[config.mk]
export PLATFORM = sky130hd
export DESIGN_NAME = projectile_pool_ctrl_flat
export DESIGN_NICKNAME = d
export VERILOG_FILES = /design/src/rtl/projectile_pool_ctrl_if.sv /design/src/rtl/projectile_pool_ctrl.sv /design/src/flat_wrapper.sv
export SDC_FILE = /design/constraint.sdc
export NUM_CORES = 1
export LEC_CHECK = 0
export ABC_AREA = 1
export CORE_MARGIN = 1.5
export CORE_UTILIZATION = 45
export CTS_BUF_LIST = sky130_fd_sc_hd__clkbuf_4 sky130_fd_sc_hd__clkbuf_8
export CTS_CLUSTER_SIZE = 20
export DETAILED_ROUTE_END_ITERATION = 10
export PLACE_DENSITY = 0.81
export SLEW_MARGIN = 20
export SYNTH_ARGS = -nofsm -noshare
export SYNTH_HDL_FRONTEND = slang
export SYNTH_SLANG_ARGS = --single-unit
[constraint.sdc]
create_clock -name clk -period 2.1 [get_ports clk]
set_input_delay 0.21 -clock clk [delete_from_list [all_inputs] [get_ports clk]]
set_output_delay 0.21 -clock clk [all_outputs]
set_load 0.03 [all_outputs]
[src/rtl/projectile_pool_ctrl_if.sv]
// Purpose: request/coordinate inputs and launch/status outputs of the projectile pool controller.
// Latency: none, wires only.
// Backpressure: none; requests are latched by the controller until served.
interface projectile_pool_ctrl_if #(
    parameter int NUM_SLOTS = 4
);
    logic                 player_fire_req;
    logic [10:0]          player_x;
    logic [10:0]          player_y;
    logic                 alien_fire_req;
    logic [10:0]          alien_x;
    logic [10:0]          alien_y;
    logic [NUM_SLOTS-1:0] slot_done;

    logic [NUM_SLOTS-1:0] launch;
    logic [10:0]          launch_x;
    logic [10:0]          launch_y;
    logic                 launch_dir;
    logic [NUM_SLOTS-1:0] slot_busy;
    logic                 player_ack;
    logic                 alien_ack;
    logic                 cooldown_active;

    // Controller side
    modport master (
        input  player_fire_req, player_x, player_y,
        input  alien_fire_req, alien_x, alien_y, slot_done,
        output launch, launch_x, launch_y, launch_dir,
        output slot_busy, player_ack, alien_ack, cooldown_active
    );

    // Requester / mover side
    modport slave (
        output player_fire_req, player_x, player_y,
        output alien_fire_req, alien_x, alien_y, slot_done,
        input  launch, launch_x, launch_y, launch_dir,
        input  slot_busy, player_ack, alien_ack, cooldown_active
    );
endinterface

[src/rtl/projectile_pool_ctrl.sv]
// Purpose: frame-synchronous arbiter sharing NUM_SLOTS projectile movers between player and aliens.
// Latency: launch pulse 2 cycles after startOfFrame; at most one launch per frame.
// Backpressure: requests stay pending while no slot is free, cooldown runs, or enable=0.
// Optional: define PROJ_POOL_STATS_EN to add shots_fired / req_dropped counters.
module projectile_pool_ctrl #(
    parameter int NUM_SLOTS        = 4,
    parameter int COOLDOWN_FRAMES  = 8,
    parameter int MAX_PLAYER_SHOTS = 1,
    parameter int PLAYER_X_OFS     = 15,
    parameter int PLAYER_Y_OFS     = 2,
    parameter int ALIEN_X_OFS      = 8,
    parameter int ALIEN_Y_OFS      = 16
) (
    input  logic                   clk,
    input  logic                   resetN,
    input  logic                   startOfFrame,
    input  logic                   enable,
    projectile_pool_ctrl_if.master pif
`ifdef PROJ_POOL_STATS_EN
    ,
    output logic [15:0]            shots_fired,
    output logic [15:0]            req_dropped
`endif
);
    localparam int SW = $clog2(NUM_SLOTS);
    localparam int NW = $clog2(NUM_SLOTS + 1);
    localparam int CW = (COOLDOWN_FRAMES < 1) ? 1 : $clog2(COOLDOWN_FRAMES + 1);

    typedef enum logic [1:0] {IDLE_ST, ARB_ST, LAUNCH_ST} state_t;

    state_t               state_q, state_d;
    logic                 pend_p_q, pend_p_d, pend_a_q, pend_a_d;
    logic                 preq_prev_q, preq_prev_d, areq_prev_q, areq_prev_d;
    logic [CW-1:0]        cd_q, cd_d;
    logic [NUM_SLOTS-1:0] busy_q, busy_d, owner_q, owner_d;
    logic                 last_grant_q, last_grant_d;   // 1 = player, 0 = alien
    logic                 gnt_p_q, gnt_p_d;
    logic [SW-1:0]        slot_q, slot_d;
    logic [10:0]          x_q, x_d, y_q, y_d;
`ifdef PROJ_POOL_STATS_EN
    logic [15:0]          shots_q, shots_d, drop_q, drop_d;
`endif

    logic                 p_rise, a_rise, p_elig, a_elig, grant_p, any_elig, free_vld;
    logic [SW-1:0]        free_idx;
    logic [NW-1:0]        p_busy_cnt;
    logic [11:0]          px_sum, py_dif, ax_sum, ay_sum;
    logic [10:0]          px_sat, py_clp, ax_sat, ay_sat;
    logic [NUM_SLOTS-1:0] launch_c;

    // Eligibility, lowest free slot, fairness pick and saturated spawn coordinates
    always_comb begin
        p_busy_cnt = '0;
        for (int i = 0; i < NUM_SLOTS; i++) begin
            p_busy_cnt = p_busy_cnt + NW'(busy_q[i] & owner_q[i]);
        end
        free_vld = 1'b0;
        free_idx = '0;
        for (int i = NUM_SLOTS - 1; i >= 0; i--) begin
            if (!busy_q[i]) begin
                free_vld = 1'b1;
                free_idx = SW'(i);
            end
        end
        p_elig   = pend_p_q && (cd_q == '0) && (int'(p_busy_cnt) < MAX_PLAYER_SHOTS);
        a_elig   = pend_a_q;
        any_elig = p_elig || a_elig;
        // On a tie the requester not served last time wins
        grant_p  = p_elig && (!a_elig || !last_grant_q);

        px_sum = {1'b0, pif.player_x} + 12'(PLAYER_X_OFS);
        py_dif = {1'b0, pif.player_y} - 12'(PLAYER_Y_OFS);
        ax_sum = {1'b0, pif.alien_x} + 12'(ALIEN_X_OFS);
        ay_sum = {1'b0, pif.alien_y} + 12'(ALIEN_Y_OFS);
        px_sat = px_sum[11] ? 11'h7FF : px_sum[10:0];
        py_clp = py_dif[11] ? 11'h000 : py_dif[10:0];
        ax_sat = ax_sum[11] ? 11'h7FF : ax_sum[10:0];
        ay_sat = ay_sum[11] ? 11'h7FF : ay_sum[10:0];
    end

    // FSM state register
    always_ff @(posedge clk or negedge resetN) begin
        if (!resetN) state_q <= IDLE_ST;
        else         state_q <= state_d;
    end

    // FSM next state: SOF outside IDLE_ST is dropped, not queued
    always_comb begin
        state_d = state_q;
        case (state_q)
            IDLE_ST:   if (startOfFrame && enable) state_d = ARB_ST;
            ARB_ST:    state_d = (any_elig && free_vld) ? LAUNCH_ST : IDLE_ST;
            LAUNCH_ST: state_d = IDLE_ST;
            default:   state_d = IDLE_ST;
        endcase
    end

    // FSM outputs: launch fields are only non-zero during the LAUNCH_ST cycle
    always_comb begin
        launch_c           = '0;
        pif.launch_x       = '0;
        pif.launch_y       = '0;
        pif.launch_dir     = 1'b0;
        pif.player_ack     = 1'b0;
        pif.alien_ack      = 1'b0;
        if (state_q == LAUNCH_ST) begin
            launch_c[slot_q] = 1'b1;
            pif.launch_x     = x_q;
            pif.launch_y     = y_q;
            pif.launch_dir   = !gnt_p_q;
            pif.player_ack   = gnt_p_q;
            pif.alien_ack    = !gnt_p_q;
        end
        pif.launch          = launch_c;
        pif.slot_busy       = busy_q;
        pif.cooldown_active = (cd_q != '0);
    end

    // Datapath next values: request latching, occupancy, cooldown, grant capture
    always_comb begin
        p_rise       = pif.player_fire_req & ~preq_prev_q;
        a_rise       = pif.alien_fire_req & ~areq_prev_q;
        preq_prev_d  = pif.player_fire_req;
        areq_prev_d  = pif.alien_fire_req;
        pend_p_d     = pend_p_q | p_rise;
        pend_a_d     = pend_a_q | a_rise;
        busy_d       = busy_q & ~pif.slot_done;
        owner_d      = owner_q & ~pif.slot_done;
        cd_d         = cd_q;
        last_grant_d = last_grant_q;
        gnt_p_d      = gnt_p_q;
        slot_d       = slot_q;
        x_d          = x_q;
        y_d          = y_q;
`ifdef PROJ_POOL_STATS_EN
        shots_d      = shots_q;
        drop_d       = drop_q;
`endif
        case (state_q)
            IDLE_ST: begin
                if (startOfFrame && enable && (cd_q != '0)) cd_d = cd_q - 1'b1;
            end
            ARB_ST: begin
                if (any_elig && free_vld) begin
                    gnt_p_d = grant_p;
                    slot_d  = free_idx;
                    x_d     = grant_p ? px_sat : ax_sat;
                    y_d     = grant_p ? py_clp : ay_sat;
                end
`ifdef PROJ_POOL_STATS_EN
                if (any_elig && !free_vld && (drop_q != 16'hFFFF)) drop_d = drop_q + 16'd1;
`endif
            end
            LAUNCH_ST: begin
                busy_d[slot_q] = 1'b1;
                last_grant_d   = gnt_p_q;
                if (gnt_p_q) begin
                    owner_d[slot_q] = 1'b1;
                    pend_p_d        = p_rise;
                    cd_d            = CW'(COOLDOWN_FRAMES);
                end else begin
                    pend_a_d        = a_rise;
                end
`ifdef PROJ_POOL_STATS_EN
                if (shots_q != 16'hFFFF) shots_d = shots_q + 16'd1;
`endif
            end
            default: ;
        endcase
    end

    // Datapath registers; reset frees every slot at once
    always_ff @(posedge clk or negedge resetN) begin
        if (!resetN) begin
            pend_p_q     <= 1'b0;
            pend_a_q     <= 1'b0;
            preq_prev_q  <= 1'b0;
            areq_prev_q  <= 1'b0;
            cd_q         <= '0;
            busy_q       <= '0;
            owner_q      <= '0;
            last_grant_q <= 1'b0;
            gnt_p_q      <= 1'b0;
            slot_q       <= '0;
            x_q          <= '0;
            y_q          <= '0;
`ifdef PROJ_POOL_STATS_EN
            shots_q      <= '0;
            drop_q       <= '0;
`endif
        end else begin
            pend_p_q     <= pend_p_d;
            pend_a_q     <= pend_a_d;
            preq_prev_q  <= preq_prev_d;
            areq_prev_q  <= areq_prev_d;
            cd_q         <= cd_d;
            busy_q       <= busy_d;
            owner_q      <= owner_d;
            last_grant_q <= last_grant_d;
            gnt_p_q      <= gnt_p_d;
            slot_q       <= slot_d;
            x_q          <= x_d;
            y_q          <= y_d;
`ifdef PROJ_POOL_STATS_EN
            shots_q      <= shots_d;
            drop_q       <= drop_d;
`endif
        end
    end

`ifdef PROJ_POOL_STATS_EN
    assign shots_fired = shots_q;
    assign req_dropped = drop_q;
`endif
endmodule
[src/flat_wrapper.sv]
// flat-port wrapper written by rule: the top's interface ports become plain ports
module projectile_pool_ctrl_flat 
#(
    parameter int NUM_SLOTS        = 4,
    parameter int COOLDOWN_FRAMES  = 8,
    parameter int MAX_PLAYER_SHOTS = 1,
    parameter int PLAYER_X_OFS     = 15,
    parameter int PLAYER_Y_OFS     = 2,
    parameter int ALIEN_X_OFS      = 8,
    parameter int ALIEN_Y_OFS      = 16
)
  (clk, resetN, startOfFrame, enable, pif_player_fire_req, pif_player_x, pif_player_y, pif_alien_fire_req, pif_alien_x, pif_alien_y, pif_slot_done, pif_launch, pif_launch_x, pif_launch_y, pif_launch_dir, pif_slot_busy, pif_player_ack, pif_alien_ack, pif_cooldown_active);
  projectile_pool_ctrl_if #(.NUM_SLOTS(NUM_SLOTS)) pif_i ();
  input  logic clk;
  input  logic resetN;
  input  logic startOfFrame;
  input  logic enable;
  input wire logic [$bits(pif_i.player_fire_req)-1:0] pif_player_fire_req;
  input wire logic [$bits(pif_i.player_x)-1:0] pif_player_x;
  input wire logic [$bits(pif_i.player_y)-1:0] pif_player_y;
  input wire logic [$bits(pif_i.alien_fire_req)-1:0] pif_alien_fire_req;
  input wire logic [$bits(pif_i.alien_x)-1:0] pif_alien_x;
  input wire logic [$bits(pif_i.alien_y)-1:0] pif_alien_y;
  input wire logic [$bits(pif_i.slot_done)-1:0] pif_slot_done;
  output wire logic [$bits(pif_i.launch)-1:0] pif_launch;
  output wire logic [$bits(pif_i.launch_x)-1:0] pif_launch_x;
  output wire logic [$bits(pif_i.launch_y)-1:0] pif_launch_y;
  output wire logic [$bits(pif_i.launch_dir)-1:0] pif_launch_dir;
  output wire logic [$bits(pif_i.slot_busy)-1:0] pif_slot_busy;
  output wire logic [$bits(pif_i.player_ack)-1:0] pif_player_ack;
  output wire logic [$bits(pif_i.alien_ack)-1:0] pif_alien_ack;
  output wire logic [$bits(pif_i.cooldown_active)-1:0] pif_cooldown_active;
  assign pif_i.player_fire_req = pif_player_fire_req;
  assign pif_i.player_x = pif_player_x;
  assign pif_i.player_y = pif_player_y;
  assign pif_i.alien_fire_req = pif_alien_fire_req;
  assign pif_i.alien_x = pif_alien_x;
  assign pif_i.alien_y = pif_alien_y;
  assign pif_i.slot_done = pif_slot_done;
  assign pif_launch = pif_i.launch;
  assign pif_launch_x = pif_i.launch_x;
  assign pif_launch_y = pif_i.launch_y;
  assign pif_launch_dir = pif_i.launch_dir;
  assign pif_slot_busy = pif_i.slot_busy;
  assign pif_player_ack = pif_i.player_ack;
  assign pif_alien_ack = pif_i.alien_ack;
  assign pif_cooldown_active = pif_i.cooldown_active;
  projectile_pool_ctrl #(.NUM_SLOTS(NUM_SLOTS), .COOLDOWN_FRAMES(COOLDOWN_FRAMES), .MAX_PLAYER_SHOTS(MAX_PLAYER_SHOTS), .PLAYER_X_OFS(PLAYER_X_OFS), .PLAYER_Y_OFS(PLAYER_Y_OFS), .ALIEN_X_OFS(ALIEN_X_OFS), .ALIEN_Y_OFS(ALIEN_Y_OFS)) u_core (.clk(clk), .resetN(resetN), .startOfFrame(startOfFrame), .enable(enable), .pif(pif_i));
endmodule
==> After elaboration in Yosys (flattened, before gate mapping) <==
Index checks and enable logic that the tools add are counted.
{ "word_totals": {"regBits": 44, "inputBits": 54, "out_inout_bits": 34, "wordCells": 96} }
{ "classes": {"n_addsub": 8, "n_lt_le_gt_ge": 3, "eq_ne": 5, "n_mux": 34, "bitwise_logic": 15, "reduce_logical": 18} }
{ "ops": {"columns": ["operator", "n"], "rows": [
  ["$mux W11", 8],
  ["$add A11 B4 Y12 const B", 2],
  ["$mux W4", 6],
  ["$add A11 B5 Y12 const B", 1],
  ["$mux W2", 6],
  ["$sub A11 B2 Y12 const B", 1],
  ["$mux W1", 11],
  ["$add A3 B3 Y3", 3],
  ["$and A4 B4 Y4", 2],
  ["$or A4 B4 Y4", 2],
  ["$pmux W4 S2", 1],
  ["$logic_and A1 B1 Y1", 7],
  ["$and A1 B1 Y1", 6],
  ["$ne A2 B1 Y1 const B", 3],
  ["$logic_not A4 Y1", 1],
  ["$not A4 Y4", 1],
  ["$pmux W2 S2", 1],
  ["$reduce_bool A4 Y1", 1],
  ["$sub A4 B1 Y4 const B", 1],
  ["$logic_not A1 Y1", 3],
  ["$lt A2 B3 Y1 const B", 1],
  ["$lt A3 B1 Y1 const B", 1],
  ["$reduce_and A3 Y1", 1],
  ["$demux W1 S2", 1],
  ["9 further kinds", 12]
]} }

==> Depth between registers and ports, before layout <==
{ "depth": {"word_depth": 10, "ltp_mapped": 14} }

==> Worst setup path before layout <==
Ideal clock, no wire load.
{ "synth_timing": {"path_kind": "register to register", "start": "reg u_core.busy_q[3] (netlist: u_core.pif.slot_busy[3])", "end": "reg u_core.y_q[7]", "setup_time_ns": 0.116, "arrival_ns": 2.276, "t_required_ns": 1.984, "slack_ns": -0.292, "stages_incl_launch_ff": 15, "path_cell_list": "dfrtp_1 nand2_1 fa_1 inv_1 ha_1 inv_1 nand2_1 nor2_4 nand3_4 buf_6 buf_6 o21ai_1 nand2_1 nand2_1 nand2_1"} }
{ "synth_via": {"elab_chain_len": 7} }
{ "synth_lines": {"columns": ["item", "line", "source"], "rows": [
  ["from (decl)", "projectile_pool_ctrl.sv:35", "logic [NUM_SLOTS-1:0] busy_q, busy_d, owner_q, owner_d;"],
  ["from (signal assigned)", "projectile_pool_ctrl.sv:197", "busy_q <= busy_d;"],
  ["$and A1 B1 Y1", "projectile_pool_ctrl.sv:55", "p_busy_cnt = p_busy_cnt + NW'(busy_q[i] & owner_q[i]);"],
  ["$add A3 B3 Y3", "projectile_pool_ctrl.sv:55", null],
  ["$lt A3 B1 Y1", "projectile_pool_ctrl.sv:65", "p_elig = pend_p_q && (cd_q == '0) && (int'(p_busy_cnt) < MAX_PLAYER_SHOTS);"],
  ["$logic_and A1 B1 Y1", "projectile_pool_ctrl.sv:65", null],
  ["$logic_or A1 B1 Y1", "projectile_pool_ctrl.sv:67", "any_elig = p_elig || a_elig;"],
  ["$logic_and A1 B1 Y1", "projectile_pool_ctrl.sv:144", "if (any_elig && free_vld) begin"],
  ["$reduce_and A2 Y1 (no line)", null, null],
  ["to (signal assigned)", "projectile_pool_ctrl.sv:203", "y_q <= y_d;"],
  ["to (decl)", "projectile_pool_ctrl.sv:39", "logic [10:0] x_q, x_d, y_q, y_d;"]
]} }
Several ways; a longest one is shown, not always the timed one.
A chain may end at the register's enable or synchronous reset.

==> Final worst setup path <==
{ "layout_timing": {"start": "reg u_core.owner_q[0]", "end": "reg u_core.y_q[6]"} }
{ "layout_via": {"elab_chain_len": 9} }
{ "layout_lines": {"columns": ["item", "line", "source"], "rows": [
  ["from (decl)", "projectile_pool_ctrl.sv:35", null],
  ["from (signal assigned)", "projectile_pool_ctrl.sv:198", "owner_q <= owner_d;"],
  ["$and A1 B1 Y1 *", "projectile_pool_ctrl.sv:55", null],
  ["$add A3 B3 Y3 * (3 in series)", "projectile_pool_ctrl.sv:55", null],
  ["$lt A3 B1 Y1 *", "projectile_pool_ctrl.sv:65", null],
  ["$logic_and A1 B1 Y1 *", "projectile_pool_ctrl.sv:65", null],
  ["$logic_or A1 B1 Y1", "projectile_pool_ctrl.sv:67", null],
  ["$logic_and A1 B1 Y1", "projectile_pool_ctrl.sv:144", null],
  ["$reduce_and A2 Y1 (no line)", null, null]
]} }
Every way passes the cells marked *; elsewhere a longest branch is shown, timed or not.

==> run summary <==
Status = complete, but fails checks
Failing checks = negative setup slack
Slowest library cell on the worst path = fa_1
Tcrit/Tclk final = 110%
Critical path type = flop to flop
Core area = 6760 um2
Worst-margin pin slew = 0.421 ns
Die Y = 86.6 um
Simple-gate share of the synthesized area = 38.5%
Largest family of logic cells by synthesized area = simple AND/OR/NAND/NOR gates
Die width = 86.6 um
Post-synthesis mux area share = 0%
Crit path top cell by count = nand2_1
Number of setup violations in the final report = 26
Critical Path Start Type = flop
Cell Count Post-Placement = 657
Site Rows = 30
Largest net degree at the start of global routing = 32
Dominant cell type by area after synthesis = dfrtp_1
Cells after synthesis = 486
Cell Area, Synth = 3140 um2
Share of the synthesized area in the top cell type = 35.0%
# port buffers = 87
Fin crit period = 2.31 ns
P&R area growth vs syn = 44.4%
Worst Path Required = 2.30 ns
DR DRC count = 0
# IOs = 88
Fin. Hold Viols = 0
Slew HR = 71.9%
Fraction of layout cells with a size suffix above 1 = 13.1%
Vias in the first global route = 3166
DR WL/cell = 12.8 um
Worst-path fanout max = 8
DR vias/cell = 4.97
Synth Net Count = 547
Drt first pass iters = 5
Max-cap violation count = 0
Xor/xnor share of the synthesized area = 2.79%
Root buffer cell = clkbuf_8
Number of synthesis warnings = 0
Final nets = 655
CTS clk-pin slew, worst paths = 0.08 ns
LEAKAGE = 2.45 nW
Yosys reg bits = 44
CP top delay family = adder cells
Initial Util = 46.5%
CTS tree = built
Cell area power density = 775 nW/um2
Final Wtd Congestion = 0.898
Clock buffer depth = 2
Antenna violations before repair = 0
Synth Area in Compound Gates = 7.24%
Adder-cell share of the synthesized area = 3.02%
Pwr Total = 3.52 mW
Final std cell area, no fill = 4540 um2
Fillers = 572
Total wire length = 8670 um
Post-route ant nets = 0
Peak Freq = 433 MHz
Total global-route track usage = 22.8%
Worst-Skew Late Latency = 0.30 ns
Max rail drop VDD = 0.314 mV
Arrival time worst endpoint = 2.51 ns
Layout Skew = 0.0116 ns
Post-Syn Area per Cell = 6.47 um2
Critical path cell sequence = nand2_2 > fa_1 > inv_1 > ha_1 > inv_1 > nand2_2 > nor2_4 > nand3_4 > buf_6 > o21ai_1 > nand2_1 > nand2_1 > nand2_1
Non-filler cells, final = 675
Clock Sinks = 44
Min-Delay Path Class = input pin to async pin
ANT cells = 0
CP bufs+invs = 3
Num CTS Buffers = 5
Max Slew Vio Count = 0
Iter 0 DRT Violations = 183
Leading post-synthesis cells by cell area = dfrtp_1 35%, nand2_1 19%, inv_1 10%
Largest stage delay on the critical path = 0.52 ns
Die area = 7500 um2
H-tree depth = 2
Seq/Total Area, Yosys = 35.0%
RSZ-0062 raised after global routing = true
Total number of vias = 3353
Post-DP HPWL = 6270 um
Worst setup margin = -0.212 ns
Grt total ovfl = 0
Synth unique cells = 33
Placed Area = 4170 um2
First-pass GRT wire length = 13700 um
Endpoint class of the critical path = flop
-- flip-flops by register name (all words and copies together), names as in the netlist --
| register | cells |
|---|---|
| u_core.slot_q | 2 |
| u_core.gnt_p_q | 1 |
| u_core.pif.slot_busy | 4 |
| u_core.pend_p_q | 1 |
| u_core.y_q | 11 |
| u_core.x_q | 11 |
| u_core.a_elig | 1 |
| u_core.preq_prev_q | 1 |
| u_core.state_q | 2 |
| u_core.areq_prev_q | 1 |
| u_core.owner_q | 4 |
| u_core.cd_q | 4 |
| u_core.last_grant_q | 1 |
-- where the power goes --
part           switching [mW]  leakage, nW  total (mW)  internal [mW]
Sequential              0.161        0.544        1.28           1.12
Clock                   0.309       0.0784       0.904          0.595
Combinational           0.808         1.83        1.34          0.529
Total                    1.28         2.45        3.52           2.24
-- path summary, 6_finish.rpt --
| path | end | from | cells after the start | slack [ns] |
|---|---|---|---|---|
| worst min register to register | u_core.a_elig | u_core.areq_prev_q | 1 | 0.44 |
| max in group asynchronous | u_core.pif.slot_busy[3] | resetN | 3 | 1.04 |
| worst min-delay path | u_core.y_q[6] | resetN | 2 | 0.33 |
| worst max-delay path | u_core.y_q[6] | u_core.owner_q[0] | 13 | -0.21 |
| worst max register to register | u_core.y_q[6] | u_core.owner_q[0] | 13 | -0.21 |
| min in group clk | u_core.preq_prev_q | pif_player_fire_req | 1 | 0.36 |
-- synth_stat cells --
cell and number:
a21boi_0 1, a21oi_1 5, a21oi_2 2, buf_2 1, buf_4 1, buf_6 5
clkbuf_1 2, dfrtp_1 44, fa_1 1, ha_1 6, inv_1 85, inv_2 5
inv_6 1, nand2_1 156, nand2_2 3, nand2_4 1, nand3_1 40, nand3_4 1
nand4_1 7, nor2_1 68, nor2_2 1, nor2_4 4, nor3_1 2, nor3_4 1
o211ai_1 1, o21a_1 1, o21ai_0 24, o21ai_1 4, o21ai_2 1, o21bai_1 1
o22ai_1 1, xnor2_1 3, xor2_1 7
-- area by class of cell --
cell class,count,area [um2],share of cell area [%]
Multi-Input combinational cell,344,1760,38.8
Sequential cell,44,1100,24.3
Timing Repair Buffer,106,1030,22.8
Inverter,91,354,7.80
Tap cell,80,100,2.20
Clock inverter,3,90.1,1.98
Clock buffer,5,68.8,1.52
Timing Repair inverter,2,27.5,0.606
-- metal layers --
metal,vias to the layer above,routed length (um),track usage (%)
met5,-,0,0
met4,0,83,5.28
met3,9,423,3.24
met2,112,4410,40.9
met1,1530,3750,28.9
li1,1702,-,-
-- metrics by stage --
| stage | TNS [ns] | setup WS [ns] | hold WS, ns | utilization (%) |
|---|---|---|---|---|
| global route | -8.65 | -0.373 | 0.358 | 67.2 |
| detailed placement | -3.75 | -0.210 | 0.119 | 61.8 |
| finish | -4.39 | -0.212 | 0.332 | 67.2 |
| global placement | -2.75 | -0.150 | 0.117 | 61.8 |
| CTS | -4.15 | -0.183 | 0.342 | 64.8 |
| floorplan | -3.13 | -0.163 | -0.0856 | - |
-- timing repair --
action                                  in CTS  in global routing
cloned                                       2                  2
hold endpoints to repair                    13                  0
resized for setup                           31                 35
endpoints found under the setup margin      48                 29
pin swaps                                    4                 26
hold buffers                                 1                  0
setup buffers                                3                  2
-- cell families (layout without fill, tap and decap cells) --
group,after synthesis,after routing
adders and majority gates,7,7
buffers and inverters,100,207
xor gates and xnor gates,10,10
DFF,44,44
and+or+nand+nor,284,286
AOI/OAI and AO/OA,41,41
-- placed cells by master, fill, tap and decap left out, types with 6 or more instances in the layout --
cell type	Yosys	final
buf_4	1	11
clkdlybuf4s50_1	0	60
dfrtp_1	44	41
dlygate4sd2_1	0	23
ha_1	6	6
inv_1	85	85
nand2_1	156	143
nand2_2	3	15
nand3_1	40	36
nand4_1	7	7
nor2_1	68	65
nor2_4	4	7
o21ai_0	24	17
o21ai_1	4	9
xor2_1	7	7
No activity file was read; power rests on OpenSTA's default activity.
